File: src/rtl/cache_pkg.sv
// Shared types and line-layout helpers for the direct-mapped cache controller.
// A line is packed as {valid, tag, data} with data in the low bits.
package cache_pkg;

   localparam int DEF_ADDR_W   = 8;
   localparam int DEF_DATA_W   = 8;
   localparam int DEF_SET_BITS = 2;
   localparam int DEF_CNT_W    = 16;

   typedef enum logic [2:0] {
      IDLE,
      LOOKUP,
      MEM_RD,
      MEM_WR,
      RESP
   } state_t;

   localparam int LINE_DATA_LSB = 0;

   function automatic int line_tag_lsb(input int data_w);
      return data_w;
   endfunction

   function automatic int line_valid_bit(input int data_w, input int tag_w);
      return data_w + tag_w;
   endfunction

   function automatic int line_width(input int data_w, input int tag_w);
      return data_w + tag_w + 1;
   endfunction

endpackage

File: src/rtl/cache_line_store.sv
// Tag/valid/data array: one write port, one combinational read port.
// Only valid bits are reset; tag/data contents are don't-care while invalid.
module cache_line_store
   import cache_pkg::*;
#(
   parameter int TAG_W    = DEF_ADDR_W - DEF_SET_BITS,
   parameter int DATA_W   = DEF_DATA_W,
   parameter int SET_BITS = DEF_SET_BITS,
   parameter int LINE_W   = line_width(DATA_W, TAG_W)
) (
   input  logic                clk,
   input  logic                rst,
   input  logic                clear,
   input  logic                we,
   input  logic [SET_BITS-1:0] waddr,
   input  logic [LINE_W-1:0]   wline,
   input  logic [SET_BITS-1:0] raddr,
   output logic [LINE_W-1:0]   rline
);

   localparam int LINES     = 1 << SET_BITS;
   localparam int TAG_LSB   = line_tag_lsb(DATA_W);
   localparam int VALID_BIT = line_valid_bit(DATA_W, TAG_W);

   logic [LINES-1:0]  valid_q;
   logic [TAG_W-1:0]  tag_q  [LINES];
   logic [DATA_W-1:0] data_q [LINES];

   always_ff @(posedge clk or posedge rst) begin
      if (rst) begin
         valid_q <= '0;
      end else if (clear) begin
         valid_q <= '0;
      end else if (we) begin
         valid_q[waddr] <= wline[VALID_BIT];
      end
   end

   always_ff @(posedge clk) begin
      if (we) begin
         tag_q[waddr]  <= wline[VALID_BIT-1:TAG_LSB];
         data_q[waddr] <= wline[TAG_LSB-1:LINE_DATA_LSB];
      end
   end

   assign rline = {valid_q[raddr], tag_q[raddr], data_q[raddr]};

endmodule

File: src/rtl/cache_ctrl.sv
// Direct-mapped, write-through, write-allocate cache controller with a
// req/ack memory port and saturating hit/miss statistics.
module cache_ctrl
   import cache_pkg::*;
#(
   parameter int ADDR_W   = DEF_ADDR_W,
   parameter int DATA_W   = DEF_DATA_W,
   parameter int SET_BITS = DEF_SET_BITS,
   parameter int CNT_W    = DEF_CNT_W
) (
   input  logic              clk,
   input  logic              rst,
   input  logic              cpu_req,
   input  logic              cpu_we,
   input  logic [ADDR_W-1:0] cpu_addr,
   input  logic [DATA_W-1:0] cpu_wdata,
   output logic              cpu_ready,
   output logic              cpu_valid,
   output logic [DATA_W-1:0] cpu_rdata,
   output logic              cpu_hit,
   input  logic              flush,
   output logic              mem_req,
   output logic              mem_we,
   output logic [ADDR_W-1:0] mem_addr,
   output logic [DATA_W-1:0] mem_wdata,
   input  logic              mem_ack,
   input  logic [DATA_W-1:0] mem_rdata,
   output logic [CNT_W-1:0]  hit_cnt,
   output logic [CNT_W-1:0]  miss_cnt
);

   localparam int TAG_W     = ADDR_W - SET_BITS;
   localparam int LINE_W    = line_width(DATA_W, TAG_W);
   localparam int TAG_LSB   = line_tag_lsb(DATA_W);
   localparam int VALID_BIT = line_valid_bit(DATA_W, TAG_W);
   localparam logic [CNT_W-1:0] CNT_MAX = {CNT_W{1'b1}};

   state_t state, state_nxt;

   logic                req_we;
   logic [ADDR_W-1:0]   req_addr;
   logic [DATA_W-1:0]   req_wdata;
   logic [SET_BITS-1:0] req_idx;
   logic [TAG_W-1:0]    req_tag;
   logic [LINE_W-1:0]   rd_line;
   logic [LINE_W-1:0]   wr_line;
   logic                line_we;
   logic                line_clear;
   logic                hit;
   logic                accept;

   assign req_idx   = req_addr[SET_BITS-1:0];
   assign req_tag   = req_addr[ADDR_W-1:SET_BITS];
   assign hit       = rd_line[VALID_BIT] & (rd_line[VALID_BIT-1:TAG_LSB] == req_tag);
   assign cpu_ready = (state == IDLE) & ~flush;
   assign accept    = cpu_ready & cpu_req;

   // Memory-side outputs derive from registered state, so reset drops them at once.
   assign mem_req   = (state == MEM_RD) | (state == MEM_WR);
   assign mem_we    = (state == MEM_WR);
   assign mem_addr  = req_addr;
   assign mem_wdata = req_wdata;
   assign cpu_valid = (state == RESP);

   cache_line_store #(
      .TAG_W    (TAG_W),
      .DATA_W   (DATA_W),
      .SET_BITS (SET_BITS),
      .LINE_W   (LINE_W)
   ) u_store (
      .clk   (clk),
      .rst   (rst),
      .clear (line_clear),
      .we    (line_we),
      .waddr (req_idx),
      .wline (wr_line),
      .raddr (req_idx),
      .rline (rd_line)
   );

   always_ff @(posedge clk or posedge rst) begin
      if (rst) begin
         state <= IDLE;
      end else begin
         state <= state_nxt;
      end
   end

   // Writes allocate in LOOKUP regardless of hit; read misses fill on ack.
   always_comb begin
      state_nxt  = state;
      line_we    = 1'b0;
      line_clear = 1'b0;
      wr_line    = {1'b1, req_tag, req_wdata};
      case (state)
         IDLE: begin
            if (flush) begin
               line_clear = 1'b1;
            end else if (cpu_req) begin
               state_nxt = LOOKUP;
            end
         end
         LOOKUP: begin
            if (req_we) begin
               line_we   = 1'b1;
               state_nxt = MEM_WR;
            end else if (hit) begin
               state_nxt = RESP;
            end else begin
               state_nxt = MEM_RD;
            end
         end
         MEM_RD: begin
            if (mem_ack) begin
               line_we   = 1'b1;
               wr_line   = {1'b1, req_tag, mem_rdata};
               state_nxt = RESP;
            end
         end
         MEM_WR: begin
            if (mem_ack) begin
               state_nxt = RESP;
            end
         end
         RESP:    state_nxt = IDLE;
         default: state_nxt = IDLE;
      endcase
   end

   always_ff @(posedge clk or posedge rst) begin
      if (rst) begin
         req_we    <= 1'b0;
         req_addr  <= '0;
         req_wdata <= '0;
         cpu_rdata <= '0;
         cpu_hit   <= 1'b0;
         hit_cnt   <= '0;
         miss_cnt  <= '0;
      end else begin
         if (accept) begin
            req_we    <= cpu_we;
            req_addr  <= cpu_addr;
            req_wdata <= cpu_wdata;
         end
         if (state == LOOKUP) begin
            cpu_hit <= hit;
            if (hit) begin
               if (hit_cnt != CNT_MAX) hit_cnt <= hit_cnt + 1'b1;
               if (!req_we) cpu_rdata <= rd_line[DATA_W-1:0];
            end else if (miss_cnt != CNT_MAX) begin
               miss_cnt <= miss_cnt + 1'b1;
            end
         end
         if ((state == MEM_RD) && mem_ack) begin
            cpu_rdata <= mem_rdata;
         end
      end
   end

endmodule

File: config.mk
export PLATFORM = sky130hd
export DESIGN_NAME = cache_ctrl
export DESIGN_NICKNAME = d
export VERILOG_FILES = /design/src/rtl/cache_pkg.sv /design/src/rtl/cache_line_store.sv /design/src/rtl/cache_ctrl.sv
export SDC_FILE = /design/constraint.sdc
export NUM_CORES = 1
export LEC_CHECK = 0
export ABC_CLOCK_PERIOD_IN_PS = 8260
export CAP_MARGIN = 20
export CORE_ASPECT_RATIO = 1.5
export CORE_MARGIN = 2
export CORE_UTILIZATION = 40
export DETAILED_ROUTE_END_ITERATION = 6
export GPL_TIMING_DRIVEN = 1
export PLACE_DENSITY = 0.73
export SYNTH_ARGS = -nofsm -noshare
export SYNTH_HDL_FRONTEND = slang
export SYNTH_SLANG_ARGS = --single-unit
File: constraint.sdc
create_clock -name clk -period 8.26 [get_ports clk]
set_clock_uncertainty 0.15 [all_clocks]
set_input_delay 1.652 -clock clk [delete_from_list [all_inputs] [get_ports clk]]
set_output_delay 1.652 -clock clk [all_outputs]
set_load 0.01 [all_outputs]
---- Word level (Yosys, flattened, before mapping) ----
Memory sizes are Yosys's and may differ from the RTL's. A register that Yosys moved wholly into a read port is not among the register bits.
Index checks and enable logic that the tools add are counted.
operators by class
  reductions and logical operators ........ 11
  bitwise operators ....................... 6
  multiplexer cells ....................... 22
  equality and inequality tests ........... 11
  add/subtract/negate cells ............... 2
  order comparisons ....................... 2
operators by type and width
  cell                                                                     number
  16-bit by 1-bit adder with 16-bit output, second input constant          2
  16-bit inequality test, second input constant                            2
  8-bit two-way mux                                                        2
  3-bit two-way mux                                                        5
  3-bit AND reduction                                                      4
  3-bit case mux with 3 select lines                                       1
  1-bit two-way mux                                                        8
  4-bit two-way mux                                                        2
  3-bit by 2-bit == test with 1-bit output, second input constant          2
  6-bit == test                                                            1
  2-bit nonzero test                                                       3
  4-bit bitwise mux                                                        1
  2-bit by 1-bit inequality test with 1-bit output, second input constant  2
  2-bit inequality test, second input constant                             2
  1-bit bitwise AND                                                        3
  3-bit by 1-bit == test with 1-bit output, second input constant          1
  3-bit == test, second input constant                                     1
  3-bit zero test                                                          1
  2-bit by 3-bit < comparator with 1-bit output, second input constant     1
  1-bit binary-select mux with 2-bit select                                1
  1-bit demux with 2-bit select                                            1
  2-bit by 1-bit >= comparator with 1-bit output, second input constant    1
  1-bit logical AND                                                        2
  1-bit NOT                                                                2
  other kinds (3)                                                          3
storage, ports and cells
  logic and storage cells ................. 64
  bits in writable memories ............... 56
  memories ................................ 2
  output and inout port bits .............. 61
  flip-flop bits (word level) ............. 57
memory list
  memory          depth  width  read ports  clocked after Yosys merged registers in  write ports  line                    source
  u_store.data_q  4      8      1           1                                        1            cache_line_store.sv:27  logic [DATA_W-1:0] data_q [LINES];
  u_store.tag_q   4      6      1           0                                        1            cache_line_store.sv:26  logic [TAG_W-1:0] tag_q [LINES];

---- Longest topological paths before layout ----
  depth after elaboration ................. 7
  mapped depth ............................ 9
  mapped depth without buffers ............ 7

---- Cells and area by module ----
From an unflattened synthesis, not the netlist that was laid out.
second synthesis, totals
  cell total of the unflattened synthesis .. 368
  area, all modules ....................... 5350.1 µm²
modules (own cells, without submodules)
  module            seq. area each (µm²)  cells an instance  times used  area each (µm²)
  cache_ctrl        1526.5                275                1           3066.7
  cache_line_store  1781.7                93                 1           2283.4

---- Worst setup path after synthesis ----
No wires, ideal clock.
  kind .................................... input port to flip-flop
  start point ............................. input port mem_ack
  end point ............................... memory u_store.data_q[2][0] (netlist bit) (enable)
  cell stages on the path ................. 4
  path slack .............................. 3861 ps
  arrival ................................. 3840 ps
  required time ........................... 7701 ps
  cells stage by stage .................... nor4bb_1 -> clkbuf_1 -> a21oi_1 -> nor3b_1
on the way
  cells in the longest elaborated chain, start to end .. 4
RTL lines
  what                                     line                    source
  start: declaration                       cache_ctrl.sv:26        input logic mem_ack,
  1-bit two-way mux                        cache_ctrl.sv:114       if (mem_ack) begin
  1-bit case mux with 2 select lines       cache_ctrl.sv:95        case (state)
  1-bit two-way mux                        cache_line_store.sv:40  if (we) begin
  1-bit two-way mux (implied by the code)  cache_line_store.sv:42  data_q[waddr] <= wline[TAG_LSB-1:LINE_DATA_LSB];
  end: declaration                         cache_line_store.sv:27
No other way between the ends.

---- Worst setup path after layout ----
  start point ............................. input port flush
  end point ............................... output port cpu_ready
on the way
  cells in the longest elaborated chain, start to end .. 2
RTL lines
  what                line              source
  start: declaration  cache_ctrl.sv:21  input logic flush,
  1-bit NOT           cache_ctrl.sv:55  assign cpu_ready = (state == IDLE) & ~flush;
  1-bit bitwise AND   cache_ctrl.sv:55
  end: declaration    cache_ctrl.sv:17  output logic cpu_ready,
No other way between the ends.

==> summary.md <==
| Metric | Value |
|---|---|
| Status | `finished, final reports clean` |
| First-pass GRT wire length | `17970 um` |
| P_leak | `0.002877 uW` |
| Layout cell share with drive strength beyond 1 | `0.1792` |
| DR WL/cell | `17.13 um` |
| Crit path to | `cpu_ready` |
| Number of synthesized flops with an enable pin | `56` |
| Synthesized flop and latch total | `121` |
| Max-cap violations | `0` |
| Die Height | `145.5 um` |
| Root buffer cell | `clkbuf_16` |
| Post-synth top cells | `65 x dfrtp_1, 56 x edfxtp_1, 27 x mux2_2` |
| N_diodes | `0` |
| Sequential-to-total area share from yosys stat | `0.6193` |
| Hold Crit Class | `reg -> reg` |
| R2R depth | `7` |
| Synthesized area per cell | `14.40 sq um` |
| CP top delay family | `buffers and inverters` |
| DR pass1 iterations | `4` |
| FF-to-FF setup slack | `5290 ps` |
| Die area | `14310 sq um` |
| Via count | `3395` |
| FF-to-FF End | `cpu_rdata[3]` |
| Power density over cell area | `347.1 nW/um^2` |
| Sw Ratio | `0.2983` |
| IO Pins | `91` |
| Crit path kind | `in -> out` |
| Vias per cell | `5.313` |
| CTS max path bufs | `2` |
| Final #Nets | `499` |
| Placer Congestion | `0.7551` |
| Worst-Margin Slew | `1036 ps` |
| Critical Path End Type | `primary output` |
| Pint | `1697 uW` |
| CTS clk-pin slew, worst paths | `50 ps` |
| Clock Power Share | `0.300` |
| Synth Net Count | `403` |
| Syn Std Cell Area | `5341 sq um` |
| Part of the power in registers | `0.394` |
| Unique masters post-synth | `41` |
| Synth warn | `0` |
| WP depth | `3` |
| Buffers and inverters on the worst path | `2` |
| Final slew viol count | `0` |
| Area Growth Syn to Fin | `30.45%` |
| Final Hold Vio Count | `0` |
| CTS Buf Count | `17` |
| Hold Buf Count CTS | `0` |
| Number of port buffers | `90` |
| Most used DFF post-synth | `dfrtp_1` |
| CP arrival | `2940 ps` |
| Most used cell, CP | `clkdlybuf4s50_1` |
| Antenna viol nets, final | `0` |
| Critical Path, Cell by Cell | `clkdlybuf4s50_1 -> nor4_1 -> clkdlybuf4s50_1` |
| Total gr overflow | `0` |
| Final setup vio count | `0` |
| Sink Count | `121` |
| Period utilization | `0.5745` |
| Final min period | `4745 ps` |
| DP HPWL | `7256 um` |
| Slowest CP cell | `clkdlybuf4s50_1` |
| Setup TNS Final | `0 ps` |
| Area fraction of the dominant cell type after synthesis | `0.3148` |
| Worst r2r src | `mem_addr[1]` |
| Row Count | `51` |
| Sw power | `721.5 uW` |
| Gate power share | `0.305` |
| Ranking of synthesized cells by area | `edfxtp_1 31%, dfrtp_1 30%, mux2_2 5.7%, mux4_2 5.5%, mux2i_1 3.7%` |
| Number of global-route vias before repair | `3459` |
| Max FO, Critical Path | `6` |
| VDD IR max | `0.0001633 V` |
| Async SR Flop Fraction | `0.5372` |
| Crit-path max cell delay | `580 ps` |
| Initial Util | `0.4103` |
| Fmax | `210.7 MHz` |
| DRC viols | `0` |
| Final core occ | `0.5353` |
| CP required | `6460 ps` |
| Initial DRC count | `182` |
| Largest area contributor in the synthesized netlist | `edfxtp_1` |
| Slew margin rel. | `0.3072` |
| Largest net degree at the start of global routing | `66` |
| PostCTS Resize Cnt | `0` |
| CTS tree | `done` |
| Setup crit start | `flush` |
| Most frequent cell after synthesis | `dfrtp_1` |
| Die Width | `98.35 um` |
| RSZ-0062 raised after global routing | `false` |
| CP Launch Type | `input port` |
| Final wirelength | `10940 um` |
| H-Tree Depth | `4` |
| Antenna violations before repair | `0` |
| CORE AREA | `13020 sq um` |
| Post-CTS setup buffers | `0` |
| Mapped Cells | `371` |
| Worst-Skew Late Latency | `410 ps` |
| Tot GR Track Use | `0.1603` |
[power by group through the flow]
stage               Sequential, uW  Clock, uW  Combinational [uW]
floorplan                      934          0                 490
global placement               957          0                 723
detailed placement             968          0                 747
CTS                            958        740                 751
global route                   980        771                 798
finish                         954        726                 738
[per-layer routing]
layer	track usage	vias to the layer above	wire (um)
met2	0.2714	75	5688
met3	0.04947	11	500
met5	0	-	0
met4	0.05959	0	170
met1	0.1913	1756	4584
li1	-	1553	-
[how the worst min path moves through the flow]
stage                        from  cells past startpoint            endpoint  slack, ps
3_5_place_dp              cpu_hit                      2             cpu_hit        320
2_1_floorplan  u_store.valid_q[1]                      2  u_store.valid_q[1]        310
3_3_place_gp              cpu_hit                      2             cpu_hit        320
5_1_grt               hit_cnt[15]                      1         hit_cnt[15]        380
6_report                  cpu_hit                      2             cpu_hit        330
4_1_cts                   cpu_hit                      2             cpu_hit        340
[stage by stage]
stage	setup slack (ps)	cell area [sq um]	hold slack, ps	std cells	power (uW)
after floorplan	3861	5341	311.4	371	1425
after global placement	3517	6364	317.5	605	1680
after detailed placement	3509	6382	323.6	607	1715
after CTS	3490	6968	340.3	639	2449
after global routing	3396	6968	375.2	639	2549
final	3515	6968	333.7	639	2419
[area by class of cell]
type | instances | area [sq um]
fill | 1120 | 6050
sequential | 121 | 3308
multi-input combinational | 218 | 1869
timing repair buffer | 98 | 964.7
clock buffer | 24 | 494.2
tap | 159 | 198.9
clock inverter | 8 | 91.34
inverter | 11 | 41.29
[cell usage in the layout (no fill, tap or decap), drive strengths merged, types with 3 or more instances in the layout]
cell type	instances
xnor2	20
clkbuf	24
nor4	8
buf	8
clkinv	5
and2	3
and3	21
mux4	13
edfxtp	56
nor2	11
nand4	5
inv	12
clkdlybuf4s50	90
nor3b	3
mux2	27
xor2	17
nand2	16
dfrtp	65
a31oi	3
nor3	9
mux2i	20
nand3	23
[cells by family after synthesis]
group	count (synthesis)	synth area share
compound gates	13	0.02225
fa+ha+maj	2	0.004684
mux	60	0.1492
buf+inv	32	0.03373
simple gates	106	0.1101
xor+xnor	37	0.06067
flops	121	0.6193
[flip-flops by register name, indices dropped and copies added (netlist names)]
| name | flops |
|---|---|
| u_store.data_q | 32 |
| u_store.tag_q | 24 |
| hit_cnt | 16 |
| miss_cnt | 16 |
| cpu_rdata | 8 |
| mem_addr | 8 |
| mem_wdata | 8 |
| u_store.valid_q | 4 |
| state | 3 |
| cpu_hit | 1 |
| req_we | 1 |
[worst register-to-register path: stages, from the launching register on]
cell      delay (ps)
dfrtp_1          880
mux4_2           430
xnor2_1          190
nand4_1          160
a211oi_4         180
buf_4            380
a31oi_4          280
mux2i_1          200
No activity file was read; power rests on OpenSTA's default activity.
